--- src/rtl/fpu_pkg.sv ---
// Shared FPU definitions.
//   fp32_t    : binary32 field view (sign, biased exponent, fraction)
//   BIAS      : binary32 exponent bias
//   EXP_MAX   : all-ones exponent (inf/NaN class)
//   fmul_s1_t : multiplier stage-1 pipeline register contents
package fpu_pkg;

    typedef struct packed {
        logic        sign;
        logic [7:0]  exp;
        logic [22:0] man;
    } fp32_t;

    localparam int         BIAS    = 127;
    localparam logic [7:0] EXP_MAX = 8'hFF;

    // valid distinguishes a real product from the cleared post-reset contents,
    // so the first stage-2 result after reset reads as a clean zero.
    typedef struct packed {
        logic              valid;
        logic              sign;
        logic              zero;
        logic              inf;
        logic signed [9:0] exp;   // ea + eb - BIAS, before normalisation
        logic [47:0]       prod;  // full hidden-bit mantissa product
    } fmul_s1_t;

endpackage

--- src/rtl/fmul_mant_mul.sv ---
// 24x24 -> 48-bit unsigned mantissa multiplier (combinational, stage 1).
//   a, b : 24-bit mantissas including the hidden bit
//   p    : exact 48-bit product
module fmul_mant_mul (
    input  logic [23:0] a,
    input  logic [23:0] b,
    output logic [47:0] p
);

    assign p = {24'h0, a} * {24'h0, b};

endmodule

--- src/rtl/fmul_pipelined.sv ---
// IEEE-754 binary32 multiplier, 2-stage pipeline, one operand pair per cycle.
// Round-to-nearest-even, denormal inputs treated as zero, no denormal or NaN outputs.
//   clk       : rising-edge clock
//   rst_n     : asynchronous active-low reset, clears every pipeline register
//   src, sink : operands A and B
//   dest      : registered product, valid two edges after the operands are sampled
//   overflow  : result saturated to +/-inf (large exponent or inf/NaN input)
//   underflow : nonzero exact product flushed to +/-0
module fmul_pipelined
    import fpu_pkg::*;
(
    input  logic        clk,
    input  logic        rst_n,
    input  logic [31:0] src,
    input  logic [31:0] sink,
    output logic [31:0] dest,
    output logic        overflow,
    output logic        underflow
);

    fp32_t a;
    fp32_t b;
    assign a = src;
    assign b = sink;

    // ---------------- stage 1: classify, add exponents, multiply mantissas
    logic [47:0] prod;
    fmul_s1_t    s1_next;
    fmul_s1_t    s1_reg;

    fmul_mant_mul u_mant_mul (
        .a ({1'b1, a.man}),
        .b ({1'b1, b.man}),
        .p (prod)
    );

    always_comb begin
        s1_next       = '0;
        s1_next.valid = 1'b1;
        s1_next.sign  = a.sign ^ b.sign;
        s1_next.zero  = (a.exp == 8'h00) || (b.exp == 8'h00);
        s1_next.inf   = (a.exp == EXP_MAX) || (b.exp == EXP_MAX);
        s1_next.exp   = {2'b00, a.exp} + {2'b00, b.exp} - 10'(BIAS);
        s1_next.prod  = prod;
    end

    always_ff @(posedge clk or negedge rst_n) begin
        if (!rst_n) begin
            s1_reg <= '0;
        end else begin
            s1_reg <= s1_next;
        end
    end

    // ---------------- stage 2: normalise, round, classify, pack
    logic               p47;
    logic [22:0]        frac_pre;
    logic               guard;
    logic               sticky;
    logic               round_up;
    logic               carry;
    logic [22:0]        frac_rnd;
    logic signed [10:0] exp_rnd;
    logic [31:0]        dest_next;
    logic               overflow_next;
    logic               underflow_next;

    always_comb begin
        // Product of two [1,2) mantissas lies in [1,4); P[47] selects the 1-bit right shift.
        p47      = s1_reg.prod[47];
        frac_pre = p47 ? s1_reg.prod[46:24] : s1_reg.prod[45:23];
        guard    = p47 ? s1_reg.prod[23] : s1_reg.prod[22];
        sticky   = p47 ? (|s1_reg.prod[22:0]) : (|s1_reg.prod[21:0]);
        round_up = guard & (sticky | frac_pre[0]);

        // The hidden bit is always 1 here, so only the fraction is rounded; a carry
        // out of it means the mantissa reached 2.0, i.e. fraction 0 with E+1.
        {carry, frac_rnd} = {1'b0, frac_pre} + 24'(round_up);
        exp_rnd = {s1_reg.exp[9], s1_reg.exp} + 11'(p47) + 11'(carry);

        dest_next      = '0;
        overflow_next  = 1'b0;
        underflow_next = 1'b0;
        if (!s1_reg.valid) begin
            dest_next = '0;
        end else if (s1_reg.zero) begin
            // Zero wins over inf: 0 * inf gives a signed zero, no flags.
            dest_next = {s1_reg.sign, 31'h0};
        end else if (s1_reg.inf || (exp_rnd >= 11'sd255)) begin
            dest_next     = {s1_reg.sign, EXP_MAX, 23'h0};
            overflow_next = 1'b1;
        end else if (exp_rnd <= 11'sd0) begin
            dest_next      = {s1_reg.sign, 31'h0};
            underflow_next = 1'b1;
        end else begin
            dest_next = {s1_reg.sign, exp_rnd[7:0], frac_rnd};
        end
    end

    always_ff @(posedge clk or negedge rst_n) begin
        if (!rst_n) begin
            dest      <= '0;
            overflow  <= 1'b0;
            underflow <= 1'b0;
        end else begin
            dest      <= dest_next;
            overflow  <= overflow_next;
            underflow <= underflow_next;
        end
    end

endmodule

--- config.mk ---
export PLATFORM = sky130hd
export DESIGN_NAME = fmul_pipelined
export DESIGN_NICKNAME = d
export VERILOG_FILES = /design/src/rtl/fpu_pkg.sv /design/src/rtl/fmul_mant_mul.sv /design/src/rtl/fmul_pipelined.sv
export SDC_FILE = /design/constraint.sdc
export NUM_CORES = 2
export LEC_CHECK = 0
export CAP_MARGIN = 5
export CORE_MARGIN = 3
export CORE_UTILIZATION = 25
export DETAILED_ROUTE_END_ITERATION = 16
export MAX_ROUTING_LAYER = met4
export PLACE_DENSITY_LB_ADDON = 0.25
export SKIP_CTS_REPAIR_TIMING = 1
export SLEW_MARGIN = 20
export SYNTH_ARGS = -nofsm -noshare
export SYNTH_HDL_FRONTEND = slang
export SYNTH_HIERARCHICAL = 1
export SYNTH_SLANG_ARGS = --single-unit
--- constraint.sdc ---
create_clock -name clk -period 5.8 [get_ports clk]
set_input_delay 1.16 -clock clk [delete_from_list [all_inputs] [get_ports clk]]
set_output_delay 1.16 -clock clk [all_outputs]
set_load 0.05 [all_outputs]
* Yosys cells after proc, flatten, opt, wreduce, memory -nomap -nowiden
Index checks and enable logic that the tools add are counted.
Cells by class: add/sub/neg operators 5, $mul 1, magnitude comparators 2, equality and inequality tests 2, multiplexer cells 14, bitwise operators 3, reduce and logical (&&, ||, !) cells 7
Operators by type and width (number):
- $mux 31 | 3
- $mul 24x24->48 | 1
- $mux 32 | 1
- $add 23x1->24 | 1
- $mux 23 | 1
- $reduce_or 23->1 | 1
- $reduce_or 22->1 | 1
- $eq 8x8->1 const B | 2
- $logic_not 8->1 | 2
- $add 10x2->11 | 1
- $add 11x1->11 | 1
- $ge 11x9->1 const B | 1
- $le 11x1->1 const B | 1
- $sub 9x7->10 const B | 1
- $add 8x8->9 | 1
- $mux 1 | 9
- $logic_or 1x1->1 | 3
- $and 1x1->1 | 1
- $or 1x1->1 | 1
- $xor 1x1->1 | 1
Word-level totals: bits in registers 96

* Depth between registers and ports, before layout
depth after elaboration 11, gate-level depth with buffers 26, depth with buffers taken out 24

* Hierarchy
The synthesis kept the hierarchy.
Modules (own cells, without submodules):
- fmul_mant_mul | instances 1, cells each 2172, area an instance 19078.3 um^2, seq. area each 0.0 um^2
- fmul_pipelined | instances 1, cells each 402, area an instance 4441.8 um^2, seq. area each 2402.3 um^2

* Worst setup path before layout
OpenSTA, ideal clock, no wires.
path kind in2reg, start point in sink[3], end point reg s1_reg[46] in the netlist's numbering, setup time 0.126 ns, arrival 7.094 ns, required time 5.674 ns, slack -1.419 ns, stages 26, buffers on the path 2, cells stage by stage clkbuf_1 -> nand2_1 -> fa_1 -> inv_1 -> fa_1 -> inv_1 -> fa_1 -> inv_1 -> fa_1 -> inv_1 -> fa_1 -> inv_1 -> fa_1 -> inv_1 -> fa_1 -> inv_1 -> ha_1 -> clkbuf_1 -> nand2_1 -> o211ai_1 -> a211oi_1 -> nor4_2 -> nor4_2 -> o21bai_2 -> a311oi_2 -> xnor2_1
On the way: cells in the longest elaborated chain, start to end 1
Ends and longest elaborated chain:
- from (decl) | RTL line fmul_pipelined.sv:15 | input logic [31:0] sink,
- $mul 24x24->48 | RTL line fmul_mant_mul.sv:10 | assign p = {24'h0, a} * {24'h0, b};
- via prod[46] | RTL line fmul_pipelined.sv:27 | logic [47:0] prod;
- to (signal assigned) | RTL line fmul_pipelined.sv:51 | s1_reg <= s1_next;
- to (decl) | RTL line fmul_pipelined.sv:29 | fmul_s1_t s1_reg;
The timed path passes the listed nets, and every way through them passes these cells.

* Final worst setup path
start point in sink[11], end point reg s1_reg (netlist bit p47)
Same word-level chain as after synthesis.

==> impl_metrics.env <==
export IMPL_htree_levels=3
export IMPL_ys_types=75
export IMPL_diodes=0
export IMPL_largest_reg_flops=61
export IMPL_rsz0062_at_grt="true"
export IMPL_final_setup_viol_count=37
export IMPL_crit_type="primary input to flop"
export IMPL_post_synth_top_area_cell="fa_1"
export IMPL_critPathMaxFanout=8
export IMPL_path_clk_slew_ns=0.07
export IMPL_synth_area_leaders="fa_1, dfrtp_1, ha_1"
export IMPL_chipWidth_um=312.7
export IMPL_final_period_utilization_pct=121.7
export IMPL_synth_edf_count=0
export IMPL_grt_max_degree=52
export IMPL_synth_cells=2574
export IMPL_first_pass_iters=6
export IMPL_die_area_um2=97800
export IMPL_grt_pass1_vias=18516
export IMPL_cp_common_cell="inv_2"
export IMPL_boundaryPins=100
export IMPL_netlist_top_cells_count="inv_1, fa_1, nand2_1"
export IMPL_slew_headroom_pct=51.92
export IMPL_drtIter0Drc=821
export IMPL_routedWlPerCell_um=16.80
export IMPL_cts_buffers=9
export IMPL_row_count=111
export IMPL_clkLatencyLatePin_ns=0.36
export IMPL_routed_wl_mm=70.61
export IMPL_start_util_pct=25.43
export IMPL_ant_nets=0
export IMPL_core_area_um2=92500
export IMPL_pre_cts_ws_ns=-2.041
export IMPL_hold_viol=0
export IMPL_max_freq_mhz=141.7
export IMPL_async_reset_ff_share_pct=100.0
export IMPL_portBuffers=99
export IMPL_netlist_area_um2=23520
export IMPL_ys_flop_type="dfrtp_1"
export IMPL_cts_path_max_buffers=2
export IMPL_min_period_ns=7.059
export IMPL_clkSinkCount=96
export IMPL_synth_most_common_cell="inv_1"
export IMPL_overflow=0
export IMPL_start_kind="primary input"
export IMPL_worst_path_buf_inv=11
export IMPL_post_route_util_pct=34.10
export IMPL_gp_congestion=0.8204
export IMPL_area_growth_pct=34.12
export IMPL_skew_ns=0.006449
export IMPL_critPathSlowestCell="fa_1"
export IMPL_maxCapViolations=0
export IMPL_ys_warn_count=6
export IMPL_status="finished, violations left"
export IMPL_fillCellCount=9660
export IMPL_hpwl_mm=54.35
export IMPL_timing_final_max_slew_violations=0
export IMPL_crit_arrival_ns=7.32
export IMPL_drc=0
export IMPL_crit_path_end_kind="flop"
export IMPL_routed_via_density=4.294
export IMPL_crit_family="adder cells"
export IMPL_grt_first_pass_wirelength_mm=101.5
export IMPL_final_net_count=3696
export IMPL_violations="setup timing"
export IMPL_antenna_found_initial=1
export IMPL_setup_ws_ns=-1.259
export IMPL_ys_ff_latch=96
export IMPL_clockRootBuffer="clkbuf_16"
export IMPL_critPathMaxStageDelay_ns=0.56
export IMPL_netlist_area_leader_share_pct=41.20
export IMPL_drive_above_1_share_pct=24.12
export IMPL_hold_class="flop to flop"
export IMPL_grt_total_usage_pct=13.27
export IMPL_dr_total_vias=18048
export IMPL_synth_seq_area_share_pct=10.21
export IMPL_critPathRequiredTime_ns=6.06
export IMPL_cts_tree="yes"
export IMPL_die_h_um=312.7
export IMPL_syn_area_per_cell_um2=9.138
export IMPL_worstMarginPinSlew_ns=0.7146
==> final cells by class <==
cell class / instances / area [µm²] / area share (%)
multi-input combinational: 1793 / 19780 / 62.72
clock inverter: 5 / 38.79 / 0.1230
clock buffer: 11 / 252.7 / 0.8012
inverter: 573 / 2151 / 6.818
tap: 1243 / 1555 / 4.930
timing repair buffer: 482 / 5359 / 16.99
sequential: 96 / 2404 / 7.620
==> cells by family (layout without fill, tap and decap cells) <==
family / after synthesis / in the layout / share of synthesized area, %
buffers and inverters: 697 / 1071 / 11.22
DFF: 96 / 96 / 10.21
and+or+nand+nor: 812 / 812 / 17.57
adders and majority gates: 675 / 675 / 51.36
xor gates and xnor gates: 85 / 85 / 3.165
other: 1 / 13 / 0.01594
muxes: 16 / 16 / 0.7022
AOI/OAI and AO/OA: 192 / 192 / 5.756
==> per-layer routing <==
layer	global-route usage [%]	part of all wire, %
met4	1.661	1.3
met3	0.5620	3.7
met5	-	0
met1	17.52	46
met2	23.29	49
==> path summary, 6_finish.rpt <==
path                       slack (ns)                   end                 start  depth (start not counted)
max in group asynchronous        3.88  s1_reg[28]$_DFF_PN0_                 rst_n                          2
min reg2reg                      0.46    dest[31]$_DFF_PN0_  s1_reg[60]$_DFF_PN0_                          1
min                              0.46    dest[31]$_DFF_PN0_  s1_reg[60]$_DFF_PN0_                          1
max                             -1.26         p47$_DFF_PN0_              sink[11]                         26
min in group asynchronous        0.84  s1_reg[60]$_DFF_PN0_                 rst_n                          1
max reg2reg                      0.63    dest[11]$_DFF_PN0_         p47$_DFF_PN0_                         14
==> through the flow <==
stage          cell area (µm²)  setup TNS (ns)  hold slack (ns)  instances
6_report                 31540          -31.24           0.4594       4203
5_1_grt                  31540          -37.30           0.4828       4203
4_1_cts                  28880          -45.30           0.4659       4100
3_3_place_gp             28590          -60.15           0.4387       4084
2_1_floorplan            24060          -23.79           0.4337       2586
3_5_place_dp             28590          -59.59           0.4479       4084
==> cell usage in the layout, fill, tap and decap left out, types with 35 or more instances in the layout <==
master             n
and2_1           263
and2_4            43
buf_12            58
buf_4            247
buf_6             65
clkbuf_16         40
clkdlybuf4s50_1   52
dfrtp_1           95
fa_1             453
ha_1             155
inv_1            524
inv_2             49
nand2_1          307
nor2_1            55
xnor2_1           43
xor2_1            35
Power is not shown: default switching activity piles up to over one toggle a cycle in this logic, so the estimate is an artifact.
